--- config.mk ---
export PLATFORM = sky130hd
export DESIGN_NAME = spm_sequencer
export DESIGN_NICKNAME = d
export VERILOG_FILES = /design/src/rtl/spm_pkg.sv /design/src/rtl/spm_bit_counter.sv /design/src/rtl/spm_sequencer.sv
export SDC_FILE = /design/constraint.sdc
export NUM_CORES = 1
export LEC_CHECK = 0
export BUFFER_PORTS_ARGS = -buffer_cell sky130_fd_sc_hd__buf_2
export CORE_ASPECT_RATIO = 2
export CORE_MARGIN = 10
export CORE_UTILIZATION = 24
export CTS_CLUSTER_SIZE = 12
export DETAILED_ROUTE_END_ITERATION = 10
export PLACE_DENSITY = 0.49
export SYNTH_ARGS = -nofsm -noshare
export SYNTH_HDL_FRONTEND = slang
export SYNTH_SLANG_ARGS = --single-unit
--- constraint.sdc ---
create_clock -name clk_i -period 1.9 [get_ports clk_i]
set_input_delay 0.19 -clock clk_i [delete_from_list [all_inputs] [get_ports clk_i]]
set_output_delay 0.19 -clock clk_i [all_outputs]
set_load 0.05 [all_outputs]
--- src/rtl/spm_pkg.sv ---
// spm_pkg: shared types and sizing for the SPM sequencer
// Holds the FSM state encoding and the default operand/product/counter widths.
package spm_pkg;
    localparam int SPM_WIDTH = 8;
    localparam int PROD_W    = 2 * SPM_WIDTH;
    localparam int CNT_W     = $clog2(PROD_W);
    typedef enum logic [1:0] {
        IDLE  = 2'd0,
        CLEAR = 2'd1,
        SHIFT = 2'd2,
        DONE  = 2'd3
    } state_e;
endpackage

--- src/rtl/spm_bit_counter.sv ---
// spm_bit_counter: loadable up-counter that saturates at a terminal count
// Ports: clk_i clock; reset_i sync active-low reset; load_i clears the count;
//        en_i advances the count; cnt_o current count; tc_o count == TERM.
module spm_bit_counter #(
    parameter int CNT_W = 4,
    parameter int TERM  = 2**CNT_W - 1
) (
    input  logic             clk_i,
    input  logic             reset_i,
    input  logic             load_i,
    input  logic             en_i,
    output logic [CNT_W-1:0] cnt_o,
    output logic             tc_o
);
    logic [CNT_W-1:0] cnt_q, cnt_d;
    always_comb begin
        tc_o  = cnt_q == CNT_W'(TERM);
        cnt_d = load_i ? '0 : (en_i && !tc_o) ? cnt_q + 1'b1 : cnt_q;
    end
    always_ff @(posedge clk_i) begin
        if (!reset_i) cnt_q <= '0;
        else          cnt_q <= cnt_d;
    end
    assign cnt_o = cnt_q;
endmodule

--- src/rtl/spm_sequencer.sv ---
// spm_sequencer: drives one signed serial-parallel multiply per start request
// Ports: clk_i clock; reset_i sync active-low reset; start_pulse_i/clear_pulse_i
//        one-cycle button requests; mcand_in_i/mplier_in_i operand switches;
//        spm_x_o latched multiplicand; spm_y_o serial multiplier bit;
//        spm_clr_o SPM clear; spm_p_i serial product bit; product_o assembled
//        product; busy_o operation in progress; done_o product held.
module spm_sequencer
    import spm_pkg::*;
#(
    parameter int WIDTH = SPM_WIDTH
) (
    input  logic               clk_i,
    input  logic               reset_i,
    input  logic               start_pulse_i,
    input  logic               clear_pulse_i,
    input  logic [WIDTH-1:0]   mcand_in_i,
    input  logic [WIDTH-1:0]   mplier_in_i,
    output logic [WIDTH-1:0]   spm_x_o,
    output logic               spm_y_o,
    output logic               spm_clr_o,
    input  logic               spm_p_i,
    output logic [2*WIDTH-1:0] product_o,
    output logic               busy_o,
    output logic               done_o
);
    localparam int PW = 2 * WIDTH;
    localparam int CW = $clog2(PW);
    state_e          state_q, state_d;
    logic [WIDTH-1:0] x_q, x_d, y_q, y_d;
    logic [PW-1:0]   sr_q, sr_d, prod_q, prod_d;
    logic [CW-1:0]   cnt;
    logic            cnt_load, cnt_en, tc, first;
    spm_bit_counter #(.CNT_W(CW), .TERM(PW - 1)) u_cnt (
        .clk_i   (clk_i),
        .reset_i (reset_i),
        .load_i  (cnt_load),
        .en_i    (cnt_en),
        .cnt_o   (cnt),
        .tc_o    (tc)
    );
    assign first = cnt == '0;
    always_comb begin
        state_d  = state_q;
        x_d      = x_q;
        y_d      = y_q;
        sr_d     = sr_q;
        prod_d   = prod_q;
        cnt_load = 1'b0;
        cnt_en   = 1'b0;
        if (clear_pulse_i) begin
            state_d = IDLE;
            prod_d  = '0;
        end else begin
            case (state_q)
                IDLE, DONE: if (start_pulse_i) begin
                    x_d      = mcand_in_i;
                    y_d      = mplier_in_i;
                    cnt_load = 1'b1;
                    state_d  = CLEAR;
                end
                CLEAR: state_d = SHIFT;
                SHIFT: begin
                    // arithmetic shift feeds sign extension for the upper product bits
                    y_d    = {y_q[WIDTH-1], y_q[WIDTH-1:1]};
                    // first shift drops whatever the previous run left behind
                    sr_d   = {spm_p_i, first ? {(PW-1){1'b0}} : sr_q[PW-1:1]};
                    cnt_en = 1'b1;
                    prod_d = first ? '0 : prod_q;
                    if (tc) begin
                        state_d = DONE;
                        prod_d  = sr_d;
                    end
                end
                default: state_d = IDLE;
            endcase
        end
    end
    always_ff @(posedge clk_i) begin
        if (!reset_i) begin
            state_q <= IDLE;
            x_q     <= '0;
            y_q     <= '0;
            sr_q    <= '0;
            prod_q  <= '0;
        end else begin
            state_q <= state_d;
            x_q     <= x_d;
            y_q     <= y_d;
            sr_q    <= sr_d;
            prod_q  <= prod_d;
        end
    end
    assign spm_x_o   = x_q;
    assign spm_y_o   = (state_q == SHIFT) && y_q[0];
    assign spm_clr_o = state_q == CLEAR;
    assign busy_o    = (state_q == CLEAR) || (state_q == SHIFT);
    assign done_o    = state_q == DONE;
    assign product_o = prod_q;
endmodule

==> impl.org <==
** Worst setup path
- The signal on the critical path passes through inv_1, ha_1, or3b_1, a21o_4, a32o_1.
- Data required time of the critical path :: 2090 ps
- The worst setup path is captured at a register.
- Worst stage delay on the critical path :: 380 ps
- The worst setup path is launched from a register.
- For this design, the slowest cell found on the critical path is or3b_1.
- Max FO, Critical Path :: 16
- Worst Reg2Reg Path Length in Cells :: 5
- The critical path is of the register to register type.
- At the worst endpoint, the arrival time is 1810 ps.

** Global route
- The total overflow left after global routing is 0.
- Via count of the first global-routing pass :: 1928
- Total routing usage reported by global routing :: 8.57%
- The initial antenna violation count came to 0.
- The first global-routing pass estimated 9340 µm of wire.
- Maximum number of pins on one net before global-route repair :: 33

** Yosys
- Warnings, synthesis :: 0
- After synthesis, the mean cell area works out to 9.98 µm².
- Synthesis produced a netlist with a net count of 248.
- Synth Register Bits :: 53
- The synthesized netlist occupies a cell area of 2200 µm².
- By area, the combinational part of the netlist is dominated by compound AO/OA/AOI/OAI gates.
- Multiplexer share of the synthesized area :: 6.84%
- Instance count of the mapped netlist :: 220
- Adder-cell share of the synthesized area :: 3.99%
- Cell variety after synth :: 27
- Of the total synthesized cell area, the portion taken by AND, OR, NAND and NOR gates is 16.2%.
- Sequential cells were found to cover 48.3% of the synthesized design area.
- The synthesized netlist devotes 20.1% of its cell area to compound gates.
- Summing the areas of all xor and xnor instances in the mapped netlist gives 0% of the synthesized area.

** Clocking
- Root buffer cell :: clkbuf_16
- CTS built an H-tree with a depth of 2.
- The number of gates resized after CTS was 0.
- Total CTS buffers :: 5
- The clock drives 53 sinks.
- Hold-fix buffers, CTS :: 0
- TritonCTS built the clock tree.
- Counting along the longest clock path gives a buffer depth of 2.
- After clock tree synthesis, the setup repair step added 0 buffers.
- Clock latency on the worst-skew pair, taken at its later pin, is 290 ps.
- After clock tree synthesis, the clock-pin slew on the worst setup and hold paths is 70 ps.

** Detailed routing
- Vias post-DR :: 1760
- In the final routed layout, each cell accounts on average for 15.2 µm.
- After the first detailed-routing iteration, the DRC count stood at 67.
- Number of search-and-repair iterations in the first detailed-routing pass :: 5
- Drt via density :: 4.77
- Once detail routing completed, the nets flagged for antenna violations numbered 0.
- The routed design has 5600 µm of wire.
- After detailed routing, the number of remaining DRC violations is 0.

** Floorplanning
- During I/O placement, the number of pins put on the boundary was 49.
- Measured along the y axis, the die boundary spans 155 µm.
- Row count :: 49
- Die area :: 13600 µm²
- The total area inside the core boundary comes to 8950 µm².
- Die X-Extent :: 87.6 µm
- Initial Utilization :: 24.5%

** Layout
- Fraction of final layout cells sized beyond drive strength 1 :: 25.1%
- 0 antenna diodes ended up in the layout.
- Synthesis-to-finish area growth :: 23.0%
- Non-filler instance count after layout :: 369
- After routing the design area is 2700 µm².
- Cells fill 30.2% of the core in the end.
- At the end of the flow, the number of nets in the layout was 294.

** Pwr
- In this run the static leakage power is 1.18 nW.
- Total power per unit cell area :: 859 nW/µm²
- Power comes to 2.32 mW.
- IR analysis of the VDD net gives a maximum drop of 470 µV.

** Run status
- Result of the run :: finished clean

** STA
- For the pin with the worst max-slew slack, the measured transition is 471 ps.
- Worst hold margin :: 140 ps
- Fmax :: 0.617 GHz
- The clock arrives with 6.24 ps of skew.
- The smallest clock period supported by the final layout is computed as 1620 ps.
- The final number of hold-violating endpoints was 0.
- Final-report max-slew violation count :: 0
- Setup repair after global routing left no endpoint under its margin.
- Of the available clock period, the critical path in the final layout requires 85.3%.
- Summed negative setup slack over all endpoints :: 0 ps
- Max-slew headroom at the worst pin :: 68.4%
- In the post-route analysis, the smallest setup slack over all paths is 279 ps.
- Setup Viol. Count Final :: 0

** Hold path
- Cell depth of the worst hold path :: 2
- The worst hold path belongs to the class input pin to register.

** Placed design
- Summed over all nets, the half-perimeter wirelength after detailed placement is 4100 µm.
- After detailed placement, the design holds a cell count of 361.
- Number of buffer cells added on primary ports :: 48
- DP Worst Slack :: 123 ps
- DP Area :: 2540 µm²
- Routability-driven placement finished with a final weighted congestion of 0.689.

** Flow run
- Maximum capacitance violations :: 0
-- layer usage --
metal  GRT usage (%)  up-vias  wire [µm]
met5               0        -          0
met4            4.89        0        117
met3            2.88        6        317
met2            15.0       35       3070
met1            8.34      834       2100
li1                -      885          -
-- final timing paths --
check / start / endpoint / slack (ps)
worst min register to register: sr_q[1] / sr_q[1] / 480
worst min-delay path: spm_p_i / product_o[15] / 140
worst max register to register: u_cnt.cnt_o[0] / product_o[3] / 280
worst max-delay path: u_cnt.cnt_o[0] / product_o[3] / 280
-- final cells by class --
cell class | count | area, µm²
Inverter | 6 | 22.5
Multi-Input combinational cell | 144 | 1040
Timing Repair Buffer | 56 | 300
Tap cell | 102 | 128
Fill cell | 974 | 6250
Clock inverter | 3 | 25.0
Sequential cell | 53 | 1060
Clock buffer | 5 | 125
-- critical path, delay by kind of cell (launching register included) --
kind / cells / cell delay (ps)
AO/OA/AOI/OAI: 2 / 560
adder cells (fa/ha/maj): 1 / 140
buffers and inverters: 1 / 90
flip-flops: 1 / 340
AND/OR/NAND/NOR: 1 / 380
-- cell usage in the layout, fill, tap and decap left out, types with 2 or more instances in the layout --
cell type	n
nand3b_1	2
o211a_1	8
buf_2	48
mux2i_1	15
clkbuf_16	5
dfxtp_1	53
nand3_1	25
and2_1	2
nor3_1	2
a21oi_1	5
ha_1	7
inv_1	6
a32o_1	17
buf_4	8
nor2b_1	11
a21boi_0	16
nand2b_1	2
o21ai_0	3
nand2_1	20
-- state kept, by name (all words and copies together) (netlist names) --
register and flops:
product_o 16, spm_x_o 8, sr_q 15, state_q 2
u_cnt.cnt_o 4, y_q 8
-- logic make-up (layout without fill, tap and decap cells) --
logic type               count (synthesis)  after routing
flip-flops                              53             53
multiplexers                            15             15
AO/OA/AOI/OAI                           52             52
buffers and inverters                   23             70
AND/OR/NAND/NOR                         70             70
adder cells (fa/ha/maj)                  7              7
-- report_power, final --
part / switching (mW) / total, mW / internal, mW
Clock: 0.440 / 0.936 / 0.496
Sequential: 0.0141 / 1.15 / 1.14
Combinational: 0.146 / 0.232 / 0.0863
-- Yosys cell counts, drive strengths merged --
cell type | n | area, µm²
nor3 | 3 | 15.0
a32o | 17 | 170
and2 | 2 | 12.5
nand2 | 20 | 75.1
a21oi | 5 | 25.0
mux2i | 15 | 150
o31ai | 1 | 7.51
inv | 6 | 22.5
ha | 7 | 87.6
and3 | 2 | 12.5
or3 | 1 | 6.26
clkbuf | 9 | 33.8
buf | 8 | 45.0
o21ai | 3 | 15.0
nand2b | 2 | 12.5
o211ai | 1 | 7.51
dfxtp | 53 | 1060
or3b | 1 | 8.76
nand3 | 25 | 125
o211a | 8 | 80.1
a21boi | 16 | 120
nor2 | 1 | 3.75
nor2b | 11 | 68.8
nand3b | 2 | 15.0
a21o | 1 | 15.0
(Power assumes the default switching activity.)
